## config.mk

```make
export PLATFORM = sky130hd
export DESIGN_NAME = queue_counter
export DESIGN_NICKNAME = d
export VERILOG_FILES = /design/src/rtl/queue_pkg.sv /design/src/rtl/gate_debounce.sv /design/src/rtl/queue_counter.sv
export SDC_FILE = /design/constraint.sdc
export NUM_CORES = 1
export LEC_CHECK = 0
export BUFFER_PORTS_ARGS = -buffer_cell sky130_fd_sc_hd__clkbuf_2
export CAP_MARGIN = 20
export CORE_ASPECT_RATIO = 0.6
export CORE_UTILIZATION = 40
export CTS_CLUSTER_DIAMETER = 40
export CTS_CLUSTER_SIZE = 40
export DETAILED_ROUTE_END_ITERATION = 10
export PLACE_DENSITY_LB_ADDON = 0.12
export SETUP_SLACK_MARGIN = 0.5
export SLEW_MARGIN = 10
export SYNTH_ARGS = -nofsm -noshare
export SYNTH_HDL_FRONTEND = slang
export SYNTH_SLANG_ARGS = --single-unit
```

## constraint.sdc

```tcl
create_clock -name clk -period 5.4 [get_ports clk]
set_input_delay 0 -clock clk [delete_from_list [all_inputs] [get_ports clk]]
set_output_delay 0 -clock clk [all_outputs]
set_load 0.05 [all_outputs]
```

## src/rtl/queue_pkg.sv

```systemverilog
// ---------------------------------------------------------------------------
// queue_pkg
//
// Shared definitions for the queue occupancy counter:
//   QUEUE_WIDTH       default width of the occupancy count
//   DEBOUNCE_DEFAULT  default number of stable synchronized samples per edge
//   DEB_CNT_W         width of the debouncer stability counter (DEBOUNCE <= 255)
//   deb_state_t       debouncer FSM state encoding
// ---------------------------------------------------------------------------
package queue_pkg;

  localparam int unsigned QUEUE_WIDTH      = 3;
  localparam int unsigned DEBOUNCE_DEFAULT = 4;
  localparam int unsigned DEB_CNT_W        = 8;

  typedef enum logic [1:0] {
    IDLE_LOW,
    CHK_HIGH,
    IDLE_HIGH,
    CHK_LOW
  } deb_state_t;

  // True when one more stable sample completes the debounce window.
  function automatic logic deb_window_done(input logic [DEB_CNT_W-1:0] cnt,
                                           input logic [DEB_CNT_W-1:0] limit);
    return (cnt + DEB_CNT_W'(1)) == limit;
  endfunction

endpackage

```

## src/rtl/gate_debounce.sv

```systemverilog
// ---------------------------------------------------------------------------
// gate_debounce
//
// Synchronizes one raw gate sensor, debounces it and emits a one-cycle pulse
// on every accepted rising edge of the debounced level.
//
// Parameters:
//   DEBOUNCE  consecutive identical synchronized samples needed to accept a
//             level change (1..255)
//
// Ports:
//   clk       clock, rising edge
//   rst_n     asynchronous active-low reset
//   i_sensor  raw asynchronous sensor level
//   o_evt     registered one-cycle pulse on an accepted rising edge
// ---------------------------------------------------------------------------
module gate_debounce
  import queue_pkg::*;
#(
  parameter int unsigned DEBOUNCE = DEBOUNCE_DEFAULT
) (
  input  logic clk,
  input  logic rst_n,
  input  logic i_sensor,
  output logic o_evt
);

  localparam logic [DEB_CNT_W-1:0] DEB_LIMIT = DEB_CNT_W'(DEBOUNCE);
  // With a one-sample window the first opposite sample is already conclusive.
  localparam logic SINGLE = (DEBOUNCE == 1);

  logic                 r_sync1;
  logic                 r_sync2;
  deb_state_t           r_state;
  deb_state_t           w_state_next;
  logic [DEB_CNT_W-1:0] r_cnt;
  logic [DEB_CNT_W-1:0] w_cnt_next;
  logic                 r_evt;
  logic                 w_evt_next;
  logic                 w_sample;
  logic                 w_done;

  // 2-flop synchronizer for the asynchronous sensor.
  always_ff @(posedge clk or negedge rst_n) begin
    if (!rst_n) begin
      r_sync1 <= 1'b0;
      r_sync2 <= 1'b0;
    end else begin
      r_sync1 <= i_sensor;
      r_sync2 <= r_sync1;
    end
  end

  assign w_sample = r_sync2;
  assign w_done   = deb_window_done(r_cnt, DEB_LIMIT);

  // State and stability counter register.
  always_ff @(posedge clk or negedge rst_n) begin
    if (!rst_n) begin
      r_state <= IDLE_LOW;
      r_cnt   <= '0;
    end else begin
      r_state <= w_state_next;
      r_cnt   <= w_cnt_next;
    end
  end

  // Next-state logic: the counter holds the run length of samples that
  // disagree with the currently accepted level.
  always_comb begin
    w_state_next = r_state;
    w_cnt_next   = r_cnt;
    unique case (r_state)
      IDLE_LOW: begin
        if (w_sample) begin
          if (SINGLE) begin
            w_state_next = IDLE_HIGH;
            w_cnt_next   = '0;
          end else begin
            w_state_next = CHK_HIGH;
            w_cnt_next   = DEB_CNT_W'(1);
          end
        end
      end
      CHK_HIGH: begin
        if (!w_sample) begin
          w_state_next = IDLE_LOW;
          w_cnt_next   = '0;
        end else if (w_done) begin
          w_state_next = IDLE_HIGH;
          w_cnt_next   = '0;
        end else begin
          w_cnt_next = r_cnt + DEB_CNT_W'(1);
        end
      end
      IDLE_HIGH: begin
        if (!w_sample) begin
          if (SINGLE) begin
            w_state_next = IDLE_LOW;
            w_cnt_next   = '0;
          end else begin
            w_state_next = CHK_LOW;
            w_cnt_next   = DEB_CNT_W'(1);
          end
        end
      end
      CHK_LOW: begin
        if (w_sample) begin
          w_state_next = IDLE_HIGH;
          w_cnt_next   = '0;
        end else if (w_done) begin
          w_state_next = IDLE_LOW;
          w_cnt_next   = '0;
        end else begin
          w_cnt_next = r_cnt + DEB_CNT_W'(1);
        end
      end
      default: begin
        w_state_next = IDLE_LOW;
        w_cnt_next   = '0;
      end
    endcase
  end

  // Output logic: pulse only when the rising direction is accepted.
  always_comb begin
    w_evt_next = 1'b0;
    if (w_sample) begin
      if (r_state == IDLE_LOW && SINGLE) begin
        w_evt_next = 1'b1;
      end else if (r_state == CHK_HIGH && w_done) begin
        w_evt_next = 1'b1;
      end
    end
  end

  always_ff @(posedge clk or negedge rst_n) begin
    if (!rst_n) begin
      r_evt <= 1'b0;
    end else begin
      r_evt <= w_evt_next;
    end
  end

  assign o_evt = r_evt;

endmodule

```

## src/rtl/queue_counter.sv

```systemverilog
// ---------------------------------------------------------------------------
// queue_counter
//
// Queue occupancy counter fed by two debounced gate sensors. The back gate
// adds a person, the front gate removes one. The count saturates at 0 and
// MAX = 2^WIDTH-1; an entry when full or an exit when empty is rejected and
// raises a sticky error flag, cleared by the next accepted count-changing or
// simultaneous event.
//
// Parameters:
//   WIDTH     width of the occupancy count
//   DEBOUNCE  debounce window in synchronized samples (1..255)
//
// Ports:
//   clk           clock, rising edge
//   rst_n         asynchronous active-low reset
//   enter_sensor  raw back-gate sensor (high = beam broken)
//   leave_sensor  raw front-gate sensor
//   pcount        registered occupancy
//   error         registered sticky rejected-event flag
//   enter_evt     one-cycle debounced enter event pulse
//   leave_evt     one-cycle debounced leave event pulse
// ---------------------------------------------------------------------------
module queue_counter
  import queue_pkg::*;
#(
  parameter int unsigned WIDTH    = QUEUE_WIDTH,
  parameter int unsigned DEBOUNCE = DEBOUNCE_DEFAULT
) (
  input  logic             clk,
  input  logic             rst_n,
  input  logic             enter_sensor,
  input  logic             leave_sensor,
  output logic [WIDTH-1:0] pcount,
  output logic             error,
  output logic             enter_evt,
  output logic             leave_evt
);

  localparam logic [WIDTH-1:0] MAX = '1;

  logic             w_enter_evt;
  logic             w_leave_evt;
  logic [WIDTH-1:0] r_pcount;
  logic [WIDTH-1:0] w_pcount_next;
  logic             r_error;
  logic             w_error_next;

  gate_debounce #(
    .DEBOUNCE (DEBOUNCE)
  ) u_enter_deb (
    .clk      (clk),
    .rst_n    (rst_n),
    .i_sensor (enter_sensor),
    .o_evt    (w_enter_evt)
  );

  gate_debounce #(
    .DEBOUNCE (DEBOUNCE)
  ) u_leave_deb (
    .clk      (clk),
    .rst_n    (rst_n),
    .i_sensor (leave_sensor),
    .o_evt    (w_leave_evt)
  );

  // Saturating count update; a simultaneous enter and leave cancels out at
  // every occupancy, including the empty and full boundaries.
  always_comb begin
    w_pcount_next = r_pcount;
    w_error_next  = r_error;
    unique case ({w_enter_evt, w_leave_evt})
      2'b10: begin
        if (r_pcount != MAX) begin
          w_pcount_next = r_pcount + WIDTH'(1);
          w_error_next  = 1'b0;
        end else begin
          w_error_next = 1'b1;
        end
      end
      2'b01: begin
        if (r_pcount != '0) begin
          w_pcount_next = r_pcount - WIDTH'(1);
          w_error_next  = 1'b0;
        end else begin
          w_error_next = 1'b1;
        end
      end
      2'b11: begin
        w_error_next = 1'b0;
      end
      default: begin
        w_pcount_next = r_pcount;
        w_error_next  = r_error;
      end
    endcase
  end

  always_ff @(posedge clk or negedge rst_n) begin
    if (!rst_n) begin
      r_pcount <= '0;
      r_error  <= 1'b0;
    end else begin
      r_pcount <= w_pcount_next;
      r_error  <= w_error_next;
    end
  end

  assign pcount    = r_pcount;
  assign error     = r_error;
  assign enter_evt = w_enter_evt;
  assign leave_evt = w_leave_evt;

endmodule

```

* Yosys cells after proc, flatten, opt, wreduce, memory -nomap -nowiden *
Index checks and enable logic that the tools add are counted.
W data, S select, Z words.

storage, ports and cells
  flip-flop bits (word level) = 30
  bits in latches = 0
  memory bits (writable) = 0
  ROM bits = 0
  input bits = 4
  output and inout bits = 6
  memories = 0

operators by class
  add/subtract/negate cells = 4
  multiply operators = 0
  div/mod/pow operators = 0
  $lt $le $gt $ge = 0
  equality and inequality tests = 22
  shift-type cells = 0
  multiplexer cells = 36
  bitwise logic cells = 0
  reductions and logical operators = 12

operators with widths
  kind                   number
  $mux W8                10
  $pmux W8 S4            2
  $mux W2                12
  $add A8 B1 Y8 const B  2
  $eq A8 B3 Y1 const B   2
  $pmux W2 S4            2
  $eq A2 B2 Y1 const B   6
  $ne A3 B3 Y1 const B   3
  $ne A2 B2 Y1 const B   4
  $reduce_and A4 Y1      2
  $eq A2 B1 Y1 const B   3
  $mux W1                6
  $mux W3                2
  $ne A3 B1 Y1 const B   2
  $pmux W3 S2            1
  $reduce_bool A3 Y1     2
  $logic_not A2 Y1       2
  $ne A2 B1 Y1 const B   2
  $reduce_and A2 Y1      2
  $add A3 B1 Y3 const B  1
  $pmux W1 S3            1
  $reduce_and A3 Y1      1
  $sub A3 B1 Y3 const B  1
  $logic_and A1 B1 Y1    2
  $reduce_bool A2 Y1     1

* Depth between registers and ports, before layout *
  word-level depth = 5
  mapped depth = 7
  depth with buffers taken out = 6

* Hierarchy *
From an unflattened synthesis, not the netlist that was laid out.

second synthesis, totals
  cells, all modules = 157
  area total of the unflattened synthesis = 1746.7 um^2

modules (own cells, without submodules)
  module         instances  cells each  area each (um^2)
  gate_debounce  2          62          709.4
  queue_counter  1          33          327.8

* Least setup slack after synthesis *
Ideal clock, no wire load.

  path kind = reg-to-reg
  start point = reg u_leave_deb.r_evt (netlist: u_leave_deb.o_evt)
  end point = reg r_pcount[2] (netlist: pcount[2])
  setup time = 0.158 ns
  arrival time = 1.973 ns
  data required time = 5.242 ns
  setup slack = 3.269 ns
  cell stages (with the launch flop) = 7
  buffers on the path = 1
  cell sequence = dfrtp_1 -> clkbuf_1 -> nand2b_1 -> fa_1 -> or3_1 -> a21oi_1 -> a211oi_1

between the ends
  longest elaborated chain between the ends = 3
  elaborated cells on any way between the ends = 7
  classes of those cells = 4 x eq/ne; 1 x mux; 2 x reduce/logical

RTL lines
  element                                                              RTL line              text
  start: declaration                                                   gate_debounce.sv:38   logic r_evt;
  start signal: assignment                                             gate_debounce.sv:141  r_evt <= w_evt_next;
  $eq A2 B1 Y1 or $eq A2 B2 Y1 (tied branches)                         queue_counter.sv:72   unique case ({w_enter_evt, w_leave_evt})
  $ne A2 B2 Y1 (no source line) or $reduce_bool A2 Y1 (tied branches)  -
  $reduce_and A3 Y1 (no source line)                                   -
  end signal: assignment                                               queue_counter.sv:104  r_pcount <= w_pcount_next;
  end: declaration                                                     queue_counter.sv:44   logic [WIDTH-1:0] r_pcount;

Several ways; a longest one is shown, not always the timed one.
A chain may end at the register's enable or synchronous reset.

* Worst setup path after layout *
  start point = reg u_enter_deb.r_evt (netlist: u_enter_deb.o_evt)
  end point = reg r_pcount[2] (netlist: pcount[2])

between the ends
  longest elaborated chain between the ends = 3
  elaborated cells on any way between the ends = 7
  classes of those cells = 4 x eq/ne; 1 x mux; 2 x reduce/logical

RTL lines
  element                                                              RTL line
  start: declaration                                                   gate_debounce.sv:38
  start signal: assignment                                             gate_debounce.sv:141
  $eq A2 B1 Y1 or $eq A2 B2 Y1 (tied branches)                         queue_counter.sv:72
  $ne A2 B2 Y1 (no source line) or $reduce_bool A2 Y1 (tied branches)  -
  $reduce_and A3 Y1 (no source line)                                   -

Several ways; a longest one is shown, not always the timed one.

==> impl_metrics.csv <==
group,metric,value,unit
run_status,outcome,"complete, no violations",
floorplan,rows,17,
cells_and_area,mostFrequentLayoutCell,"dfrtp_1",
power_and_ir_drop,p_seq_frac,0.402,
worst_setup_path,r2r_slack,3.57,ns
global_routing,grt_start_max_net_pins,31,
sta,setup_ws,3.57,ns
cells_and_area,antenna_cells,0,
power_and_ir_drop,netSwitchingFraction,0.392,
cts,post_cts_resized,0,
run,maxCapViolations,0,
worst_setup_path,crit_path_start,"u_enter_deb.o_evt$_DFF_PN0_",
synthesis,ys_top_cells_by_area,"dfrtp_1, o21ai_0, nor2_1",
sta,rsz0062_at_grt,"false",
floorplan,coreArea,3790,um^2
sta,post-route-period-util,0.339,
worst_setup_path,required,5.56,ns
cts,clk_path_buf_depth,2,
global_routing,overflow,0,
cts,cts.sinks,30,
worst_setup_path,worstReg2RegStart,"u_enter_deb.o_evt$_DFF_PN0_",
route,post_drt_wl_per_cell,13.7,um
worst_setup_path,r2r_end,"pcount[2]$_DFFE_PN0P_",
worst_setup_path,end_kind,"flip-flop",
worst_setup_path,path_class,"reg2reg",
synthesis,synth.ff_latch_count,30,
cts,clock_latency,0.28,ns
worst_setup_path,startpoint_type,"flip-flop",
route,routed-via-count,1234,
synthesis,synth_nets,174,
cells_and_area,drive_gt1_frac,0.180,
sta,fmax,0.547,GHz
synthesis,synthCells,166,
floorplan,die_h,51.6,um
cts,clk_pin_slew,0.07,ns
min_path,hp-class,"in2async",
sta,slew_headroom,0.511,
power_and_ir_drop,clockPowerShare,0.274,
worst_setup_path,cp.arrival,1.99,ns
global_routing,grt_pass1_vias,1117,
cells_and_area,final_cell_mix,"dfrtp_1, nor2_1, o21ai_0",
synthesis,postSynthAreaPerCell,9.89,um^2
synthesis,yosys_warnings,0,
placement,dp_hpwl,2.18,mm
sta,finalHoldViolCount,0,
cells_and_area,area_growth,13.4,%
floorplan,pin_count,10,
power_and_ir_drop,power_switching,320,uW
sta,fin_crit,1.83,ns
sta,fin_tns_setup,0,ns
placement,portBuffers,9,
worst_setup_path,worstRegToRegCells,5,
route,dr.pass1.iters,4,
synthesis,yosysTopAreaCell,"dfrtp_1",
cells_and_area,nets,190,
sta,fin_skew,0.00558,ns
global_routing,antenna_found_initial,0,
route,wirelength,3.16,mm
power_and_ir_drop,power_density,439,nW/um^2
cts,cts_tree,"built",
synthesis,yosysSeqAreaShare,0.457,
power_and_ir_drop,comb_power_share,0.324,
synthesis,synth_area,1640,um^2
global_routing,grt_pass1_wl,5.44,mm
floorplan,initial_utilization,0.434,
floorplan,die_area,4370,um^2
power_and_ir_drop,peakVddDrop,188,uV
placement,dp_slack,3.58,ns
synthesis,synth_top_area_share,0.457,
sta,tightest_slew,0.733,ns
worst_setup_path,worstPathMaxFanout,9,
cts,htree_levels,2,
sta,report.final.slew_viol_count,0,
route,drt-vias-per-instance,5.37,
cts,clockRootBuffer,"clkbuf_8",
floorplan,die_x,84.7,um
power_and_ir_drop,internal-power,498,uW
route,ant_nets,0,
power_and_ir_drop,total_power,818,uW
route,drt_iter0_drc,20,
global_routing,grt_usage,0.169,
synthesis,netlist-cell-type-count,43,
route,drc,0,
placement,place.gp.congestion,0.812,
power_and_ir_drop,p_leak,0.815,nW
sta,setup_viol,0,
cts,cts_inserted_buffers,5,
==> repair_timing <==
action,in CTS,in global routing
endpoints found under the hold margin,32,0
setup buffers,0,0
hold buffers,3,0
==> layer usage <==
layer / global-route usage / part of all wire / vias to the layer above / wire length (um)
met4: 0.0593 / 0.0060 / 0 / 19
met1: 0.244 / 0.55 / 595 / 1750
met2: 0.232 / 0.40 / 19 / 1270
met5: 0 / 0 / - / 0
li1: - / - / 618 / -
met3: 0.0587 / 0.039 / 2 / 124
==> cell usage after synthesis (all sizes together) <==
cell type	n
nor2b	8
nor3	1
nand3b	1
fa	1
a21o	1
nand2	16
a211oi	4
dfrtp	30
or2	1
nand3	14
or3	1
nor4b	1
inv	4
a41oi	1
mux2	3
or4	1
nor3b	1
nand2b	5
o21ai	17
and2b	1
xor2	5
ha	3
and3b	1
and3	6
nor2	18
clkbuf	1
xnor2	1
a21oi	5
o31ai	4
o211ai	2
o22ai	4
and2	2
buf	2
==> through the flow <==
stage           util  cells  hold slack, ns  cell area, um^2
2_1_floorplan      -    166          -0.296             1640
3_3_place_gp   0.455    219           0.104             1720
3_5_place_dp   0.455    219           0.110             1720
4_1_cts        0.492    230           0.341             1860
5_1_grt        0.492    230           0.362             1860
6_report       0.492    230           0.315             1860
==> state kept, by name, summed over array words and instances, names as in the netlist, named ones only <==
signal / count
u_leave_deb.r_cnt: 8
pcount: 3
u_leave_deb.o_evt: 1
error: 1
u_enter_deb.o_evt: 1
u_enter_deb.r_sync2: 1
u_enter_deb.r_cnt: 8
u_leave_deb.r_sync2: 1
u_leave_deb.r_sync1: 1
u_leave_deb.r_state: 1
u_enter_deb.r_state: 1
u_enter_deb.r_sync1: 1
==> final cells by class <==
class / instances / area, um^2
well taps: 47 / 58.8
clock inverters: 3 / 40.0
inverters: 4 / 15.0
fillers: 359 / 1920
multi-input cells: 129 / 853
flip-flops and latches: 30 / 751
repair buffers: 12 / 75.1
clock buffers: 5 / 68.8
==> power by group through the flow <==
| stage | Sequential (mW) | Clock, mW | Combinational (mW) |
|---|---|---|---|
| 2_1_floorplan | 0.354 | 0 | 0.175 |
| 6_report | 0.329 | 0.224 | 0.265 |
| 3_3_place_gp | 0.329 | 0 | 0.257 |
| 3_5_place_dp | 0.331 | 0 | 0.260 |
| 5_1_grt | 0.338 | 0.239 | 0.295 |
| 4_1_cts | 0.328 | 0.231 | 0.264 |
==> how the worst max path moves through the flow <==
| stage | endpoint | slack [ns] | depth (start not counted) |
|---|---|---|---|
| 4_1_cts | pcount[2]$_DFFE_PN0P_ | 3.57 | 5 |
| 3_5_place_dp | pcount[2]$_DFFE_PN0P_ | 3.58 | 5 |
| 3_3_place_gp | pcount[2]$_DFFE_PN0P_ | 3.63 | 5 |
| 5_1_grt | pcount[2]$_DFFE_PN0P_ | 3.43 | 5 |
| 6_report | pcount[2]$_DFFE_PN0P_ | 3.57 | 5 |
| 2_1_floorplan | pcount[2]$_DFFE_PN0P_ | 3.27 | 6 |
==> cells by family after synthesis <==
| group | synth area share |
|---|---|
| AOI/OAI and AO/OA | 0.142 |
| and+or+nand+nor | 0.274 |
| DFF | 0.457 |
| adders and majority gates | 0.0351 |
| muxes | 0.0252 |
| xor gates and xnor gates | 0.0434 |
| buffers and inverters | 0.0229 |
==> critical path: stages (launching register included) <==
cell and delay (ns):
dfrtp_1 0.46, nand2b_1 0.24, fa_1 0.44, or3_1 0.36, a21oi_1 0.15, a211oi_1 0.06
Note: power is estimated with default switching activity, not from simulation.
